===== src/rtl/seq_det_pkg.sv =====
// Shared types and constants for the 1011 serial pattern detector.
package seq_det_pkg;

    // Detector progress: how much of the 1-0-1-1 prefix has been seen.
    typedef enum logic [2:0] {
        IDLE,
        S1,
        S10,
        S101,
        S1011
    } state_t;

    // Target pattern, oldest bit in the MSB.
    localparam logic [3:0] PATTERN = 4'b1011;

endpackage


===== src/rtl/seq_detector_1011.sv =====
// Moore FSM detecting 1-0-1-1 on a serial stream, with a saturating match counter.
module seq_detector_1011
    import seq_det_pkg::*;
#(
    parameter int OVERLAP = 1,
    parameter int CNT_W   = 8
) (
    input  logic             clk,
    input  logic             rst,
    input  logic             x,
    output logic             z,
    output logic [CNT_W-1:0] det_count
);

    state_t state;

    // Longest pattern prefix that is a suffix of (matched prefix + new bit).
    function automatic state_t next_state(input state_t cur, input logic bit_in);
        case (cur)
            IDLE:    return bit_in ? S1    : IDLE;
            S1:      return bit_in ? S1    : S10;
            S10:     return bit_in ? S101  : IDLE;
            S101:    return bit_in ? S1011 : S10;
            S1011: begin
                if (OVERLAP != 0)
                    return bit_in ? S1 : S10;
                else
                    return bit_in ? S1 : IDLE;
            end
            default: return IDLE;
        endcase
    endfunction

    // State register, registered detect flag and saturating match counter.
    // z is registered from the next-state value so it is high exactly while state==S1011.
    always_ff @(posedge clk or negedge rst) begin
        if (!rst) begin
            state     <= IDLE;
            z         <= 1'b0;
            det_count <= '0;
        end else begin
            state <= next_state(state, x);
            z     <= (next_state(state, x) == S1011);
            if ((next_state(state, x) == S1011) && (det_count != '1))
                det_count <= det_count + CNT_W'(1);
        end
    end

endmodule


===== config.mk =====
export PLATFORM = sky130hd
export DESIGN_NAME = seq_detector_1011
export DESIGN_NICKNAME = d
export VERILOG_FILES = /design/src/rtl/seq_det_pkg.sv /design/src/rtl/seq_detector_1011.sv
export SDC_FILE = /design/constraint.sdc
export NUM_CORES = 1
export LEC_CHECK = 0
export CAP_MARGIN = 20
export CORE_AREA = 2 2 39 41
export DETAILED_ROUTE_END_ITERATION = 8
export DIE_AREA = 0 0 41 43
export GPL_TIMING_DRIVEN = 0
export MAX_ROUTING_LAYER = met4
export PLACE_DENSITY_LB_ADDON = 0.05
export SYNTH_ARGS = -nofsm -noshare
export SYNTH_HDL_FRONTEND = slang
export SYNTH_SLANG_ARGS = --single-unit

===== constraint.sdc =====
create_clock -name clk -period 5.08 [get_ports clk]
set_clock_uncertainty 0.2 [all_clocks]
set_input_delay 1.524 -clock clk [delete_from_list [all_inputs] [get_ports clk]]
set_output_delay 1.524 -clock clk [all_outputs]
set_load 0.02 [all_outputs]

; ---- Yosys cells after proc, flatten, opt, wreduce, memory -nomap -nowiden
; Index checks and enable logic that the tools add are counted.
; Widths: inputs -> output; s select.
[totals]
inputBits = 3
word_cells = 18
out_inout_bits = 9
reg_bits = 12
[op_classes]
add_sub_neg = 1
n_eq_ne = 6
muxes = 5
reduce_logical = 3
[op_table]
columns = op, count
row1 = $pmux 3 s4, 1
row2 = $add 8x1->8 const B, 1
row3 = $ne 8x8->1 const B, 1
row4 = $eq 3x2->1 const B, 2
row5 = $eq 3x3->1 const B, 2
row6 = $mux 2, 2
row7 = $eq 3x1->1 const B, 1
row8 = $logic_not 3->1, 1
row9 = $mux 3, 1
row10 = $reduce_or 2->1, 1
row11 = $logic_and 1x1->1, 1
row12 = $mux 1, 1

; ---- Longest topological paths before layout
; Gate-level depths: netlist (run 1).
[logic_depth]
ltp_word = 5
mapped_depth = 5
mapped_depth_nobuf = 5

; ---- Worst setup path after synthesis (run 1)
; Ideal clock, no wire load.
[synth_timing]
kind = input -> register
startpoint = input x
endpoint = register det_count[1]
n_path_buf = 0
cell_stages = 3
t_arrival_ps = 2233
path_slack_ps = 2522
cell_sequence = nand4b_4 a41oi_4 mux2_2
[synth_via]
elab_chain_len = 4
elab_cells_between_ends = 7
[synth_rtl]
columns = item, line
row1 = "start, declared", seq_detector_1011.sv:10  ; input logic x,
row2 = $mux 2 (tied with other cells), "seq_detector_1011.sv:21, seq_detector_1011.sv:26"
row3 = $pmux 3 s4 (*), seq_detector_1011.sv:19  ; case (cur)
row4 = $eq 3x3->1 (*), seq_detector_1011.sv:44  ; if ((next_state(state, x) == S1011) && (det_count != '1))
row5 = $logic_and 1x1->1 (*), seq_detector_1011.sv:44
row6 = "end signal, assigned", seq_detector_1011.sv:45  ; det_count <= det_count + CNT_W'(1);
row7 = "end, declared", seq_detector_1011.sv:12  ; output logic [CNT_W-1:0] det_count
; Every way passes the cells marked *; elsewhere a longest branch is shown, timed or not.
; A chain may end at the register's enable or synchronous reset.

; ---- Worst setup path after layout (run 1)
[layout_timing]
startpoint = register det_count[5]
endpoint = output det_count[5]
; No word-level cell between the ends.

==> run_results.csv, run 1 <==
group,metric,value,unit
placed_design,gp_congestion,0.6183,
drt,dr_total_vias,398,
yosys,synth_area_leaders,"dfrtp_1, xnor2_1, a41oi_4, nand4b_4, mux2_2",
setup_path,worstSetupStartpointType,"register",
global_route,grt_pass1_vias,399,
die,die_w,41,um
timing,layout_worst_path_cycle_share,61.50,%
drt,drt_first_pass_iters,2,
setup_path,critPathTopFamily,"buffers and inverters",
drt,detail_route.wl_per_cell,12.69,um
yosys,synth_compound_area_share,10.02,%
global_route,overflow,0,
setup_path,path_class,"register to output port",
final_layout,seq_area,300.3,um2
final_layout,most-common-layout-cells,"dfrtp_1, clkdlybuf4s50_1, nand2_1, nor2_1, xnor2_1",
timing,hold_viol_final,0,
timing,rsz0062_at_grt,"no",
clock_tree,cts_setup_buffers,0,
status,status,"complete, no violations",
yosys,syn_area,561.8,um2
yosys,synth_adder_area_share,2.227,%
flow_run,max_cap_viol_count,0,
yosys,synth_xor_area_share,7.795,%
timing,tightest_slew,0.5501,ns
global_route,grt_max_degree,13,
placed_design,dpl-instance-area,691.9,um2
yosys,synth_top_family_by_area,"simple AND/OR/NAND/NOR gates",
clock_tree,clock_latency,0.27,ns
drt,routed_wl,977,um
clock_tree,htreeDepth,1,
die,die_h,43,um
drt,drcViolationCount,0,
yosys,synth_cells,47,
timing,fin_crit,3.124,ns
drt,antenna_left,0,
clock_tree,cts_buffers,3,
final_layout,final_common_cell,"dfrtp_1",
placed_design,dp_hpwl,727,um
clock_tree,clkTransAtPathRegs,0.07,ns
setup_path,cp_slowest_cell,"clkdlybuf4s50_1",
yosys,synthMuxAreaShare,4.009,%
timing,clock.fmax,320.1,MHz
clock_tree,root_buffer,"clkbuf_4",
drt,vias_per_cell,5.169,
yosys,yosysTopAreaCellShare,53.45,%
yosys,yosysTopAreaCell,"dfrtp_1",
final_layout,multi_input_area,254.0,um2
power,power.density,371.4,nW/um2
yosys,avgSynthCellArea,11.95,um2
setup_path,critPathCaptureType,"output port",
power,p_total,265.4,uW
global_route,antenna_found_initial,0,
clock_tree,cts.sinks,12,
setup_path,cp_max_fo,6,
min_path,hp-class,"register to register",
clock_tree,clock_path_buffers,2,
clock_tree,post_cts_resized,0,
power,leakagePower,0.0003173,uW
placed_design,numPortBuffers,11,
global_route,grt_pass1_wl,1690,um
yosys,ys_warn_count,0,
power,vdd_drop_max,0.0001983,V
final_layout,nets,67,
global_route,grtUsageTotal,14.76,%
final_layout,n_antenna_cell,0,
final_layout,fillers,127,
setup_path,ff2ff_setup_slack,3.22,ns
die,core_region_area,1384,um2
timing,drv_slew,0,
die,initial_core_util,40.60,%
yosys,yosys_register_bits,12,
setup_path,crit_chain,"clkdlybuf4s50_1",
clock_tree,tritoncts,"built",
final_layout,fin_area,714.4,um2
setup_path,arrival,1.40,ns
yosys,yosys.cell_types.count,21,
timing,finalSetupViolCount,0,
final_layout,syn2layout_area_growth,27.17,%
final_layout,drive_gt1_share,13.11,%
setup_path,critPathBufInv,1,
setup_path,cp_data_required_time,3.36,ns
timing,fin_tns_setup,0,ns
clock_tree,cts_hold_buf,0,
die,num_rows,14,
setup_path,cpPeakStageDelay,0.65,ns
yosys,syn_nets,51,
drt,drt_iter0_markers,5,
timing,max-slew-margin-rel,63.21,%
die,ios,12,
die,die_area,1763,um2
yosys,synth-simple-area-share,21.16,%
yosys,ys_seq_area_share,53.45,%
## metrics by stage
stage	hold WS (ns)	utilization (%)	worst slack (ns)	cells
finish	0.3313	51.63	1.956	77
global placement	0.3067	50.00	1.858	74
global route	0.3605	51.63	1.895	77
detailed placement	0.3243	50.00	1.800	74
floorplan	0.3511	-	2.522	47
CTS	0.3401	51.63	1.951	77
## power by group
group | internal (uW) | leakage [uW] | switching, uW
registers | 111 | 0.000159 | 20.4
clock network | 27.4 | 0.0000138 | 29.4
logic | 40.5 | 0.000144 | 36.5
## cells in the mapped netlist
master / number
a41oi_4: 1
o21ai_0: 1
xnor2_1: 4
dfrtp_1: 12
nand4_1: 2
nor2b_1: 1
o21a_1: 1
a31oi_1: 1
nor2_1: 4
xor2_1: 1
nor3b_1: 1
nand4b_4: 1
inv_1: 2
and4_4: 1
nand3_1: 1
ha_1: 1
nand2b_1: 1
nor4b_1: 1
mux2_2: 2
nand2_1: 6
a21oi_1: 2
## per-layer routing
| layer | global-route usage, % | wire [um] |
|---|---|---|
| met3 | 3.665 | 55 |
| met1 | 17.01 | 405 |
| met5 | - | 0 |
| met2 | 21.56 | 495 |
| met4 | 10.00 | 21 |
## cell families (layout without fill, tap and decap cells)
group,count (synthesis),in the layout
xor gates and xnor gates,5,5
and+or+nand+nor,19,19
muxes,2,2
adders and majority gates,1,1
buffers and inverters,2,16
AOI/OAI and AO/OA,6,6
DFF,12,12
## path summary, 6_finish.rpt
kind | start | end | cells after the start
min in group asynchronous | rst | det_count[5] | 1
min reg2reg | det_count[0] | det_count[0] | 1
max in group asynchronous | rst | det_count[1] | 1
min | det_count[0] | det_count[0] | 1
max | det_count[5] | det_count[5] | 1
max reg2reg | det_count[0] | det_count[1] | 4
## state kept, by name (all words and copies together) (netlist names)
signal / cells
det_count: 8
state: 3
z: 1
## area by class of cell
cell class / count / area share, %
Clock buffer: 3 / 3.152
Inverter: 2 / 1.051
Multi-Input combinational cell: 33 / 35.55
Sequential cell: 12 / 42.03
Tap cell: 16 / 2.802
Timing Repair Buffer: 11 / 15.41
(Power assumes the default switching activity.)
==> run 2, diff against run 1 <==
--- a/config.mk
+++ b/config.mk
@@ -6,9 +6,9 @@
 export NUM_CORES = 1
 export LEC_CHECK = 0
 export CAP_MARGIN = 20
-export CORE_AREA = 2 2 39 41
+export CORE_MARGIN = 2
+export CORE_UTILIZATION = 42
 export DETAILED_ROUTE_END_ITERATION = 8
-export DIE_AREA = 0 0 41 43
 export GPL_TIMING_DRIVEN = 0
 export MAX_ROUTING_LAYER = met4
 export PLACE_DENSITY_LB_ADDON = 0.05
==> constraint.sdc (replaced) <==
create_clock -name clk -period 2.54 [get_ports clk]
set_clock_uncertainty 0.2 [all_clocks]
set_input_delay 0.762 -clock clk [delete_from_list [all_inputs] [get_ports clk]]
set_output_delay 0.762 -clock clk [all_outputs]
set_load 0.02 [all_outputs]
==> run_results.csv, run 2 (synthesized netlist as in run 1, its figures left out) <==
group,metric,value,unit
status,status,"complete, no violations",
placed_design,dp_hpwl,798,um
final_layout,largest_reg_flops,8,
timing,fin_tns_setup,0,ns
clock_tree,clock_path_buffers,2,
drt,drcViolationCount,0,
final_layout,stdcell_count,77,
setup_path,critPathTopFamily,"buffers and inverters",
die,die_area,1646,um2
final_layout,largest_registers,"det_count (8), state (3), z (1)",
drt,drt_iter0_markers,7,
min_path,min_to,"det_count[4]",
final_layout,most-common-layout-cells,"dfrtp_1, clkdlybuf4s50_1, nand2_1, nor2_1, xnor2_1",
clock_tree,clock_latency,0.27,ns
final_layout,drive_gt1_share,14.52,%
clock_tree,htreeDepth,1,
die,die_w,40.58,um
setup_path,worstSetupStartpointType,"register",
timing,clock.fmax,424.5,MHz
timing,hold_viol_final,0,
setup_path,cp_data_required_time,1.58,ns
global_route,met2_usage,26.98,%
global_route,grt_pass1_wl,1649,um
setup_path,r2r_end,"det_count[1]",
clock_tree,cts_buffers,3,
clock_tree,clkTransAtPathRegs,0.08,ns
setup_path,arrival,1.39,ns
final_layout,top_register,"det_count",
global_route,grt_max_degree,13,
clock_tree,root_buffer,"clkbuf_4",
setup_path,reg2reg_depth,4,
placed_design,place_inst,73,
clock_tree,cts_setup_buffers,0,
global_route,globalRouteMet1Util,18.47,%
power,vdd_drop_max,0.0005316,V
final_layout,nets,67,
global_route,top_usage_layer,"met2",
global_route,grt_pass1_vias,361,
setup_path,cp_max_fo,6,
drt,detail_route.wl_per_cell,13.14,um
setup_path,cpPeakStageDelay,0.65,ns
setup_path,critPathCaptureType,"output port",
global_route,overflow,0,
global_route,grtUsageMet3,5.000,%
drt,vias_per_cell,5.234,
drt,antenna_left,0,
setup_path,path_class,"register to output port",
timing,finalSetupViolCount,0,
min_path,hp-class,"register to register",
die,num_rows,13,
setup_path,cp_slowest_cell,"clkdlybuf4s50_1",
clock_tree,cts_hold_buf,0,
placed_design,dpl-instance-area,690.7,um2
timing,fin_crit,2.356,ns
setup_path,reg2reg_from,"det_count[0]",
timing,max-slew-margin-rel,64.47,%
final_layout,fin_area,726.9,um2
drt,drt_first_pass_iters,4,
die,die_h,40.58,um
setup_path,cp_num_cells,1,
placed_design,numPortBuffers,11,
final_layout,n_antenna_cell,0,
final_layout,final_common_cell,"dfrtp_1",
clock_tree,cts.sinks,12,
setup_path,critPathBufInv,1,
die,ios,12,
flow_run,max_cap_viol_count,0,
power,power.density,778.0,nW/um2
timing,layout_worst_path_cycle_share,92.74,%
clock_tree,tritoncts,"built",
timing,tightest_slew,0.5313,ns
clock_tree,post_cts_resized,0,
global_route,antenna_found_initial,0,
die,core_region_area,1269,um2
setup_path,ff2ff_setup_slack,0.68,ns
power,leakagePower,0.0003245,uW
drt,dr_total_vias,403,
placed_design,gp_congestion,0.6685,
die,initial_core_util,44.28,%
global_route,grtUsageTotal,16.92,%
min_path,min_path_cells,1,
timing,rsz0062_at_grt,"no",
final_layout,syn2layout_area_growth,29.40,%
min_path,worstHoldStart,"det_count[4]",
drt,routed_wl,1012,um
timing,drv_slew,0,
setup_path,crit_chain,"clkdlybuf4s50_1",
[run 2: cell count changes in the layout (fill, tap and decap cells not counted)]
cell | previous run | this run
clkbuf_8 | 0 | 1
[run 2: worst register-to-register path: cells and delay by family (launching register included)]
family                   cells  cell delay, ns
AO/OA/AOI/OAI                1            0.30
adder cells (fa/ha/maj)      1            0.25
flip-flops                   1            0.43
multiplexers                 1            0.37
AND/OR/NAND/NOR              1            0.21
[run 2: layout make-up]
class,count,area (um2)
Fill cell,110,541.8
Sequential cell,12,300.3
Multi-Input combinational cell,33,254.0
Timing Repair Buffer,11,110.1
Clock buffer,4,36.28
Tap cell,15,18.77
Inverter,2,7.507
[run 2: worst max-delay path by stage]
stage                   end  slack [ns]         start
5_1_grt        det_count[5]        0.10  det_count[5]
2_1_floorplan  det_count[1]        0.68  det_count[0]
6_report       det_count[5]        0.18  det_count[5]
3_5_place_dp   det_count[1]        0.02             x
4_1_cts        det_count[5]        0.16  det_count[5]
3_3_place_gp   det_count[1]        0.08             x
[run 2: through the flow]
step / worst slack [ns] / util, % / total power [uW] / hold slack (ns)
5_1_grt: 0.1016 / 57.30 / 605.4 / 0.3597
3_3_place_gp: 0.08010 / 54.44 / 413.8 / 0.3066
6_report: 0.1844 / 57.30 / 565.6 / 0.3312
2_1_floorplan: 0.6765 / - / 341.5 / 0.2664
3_5_place_dp: 0.01784 / 54.44 / 424.4 / 0.3189
4_1_cts: 0.1601 / 57.30 / 574.6 / 0.3327
[run 2: power breakdown]
| part | internal, uW | total [uW] | switching, uW |
|---|---|---|---|
| combinational | 80.1 | 152 | 72.2 |
| sequential | 222 | 264 | 42.1 |
| clock | 87.0 | 149 | 62.1 |
[run 2: layer usage]
metal	up-vias	part of all wire, %	wire length, um
met4	0	1.2	12
met5	-	0	0
met3	2	4.4	45
met2	12	55	555
li1	194	-	-
met1	195	39	399
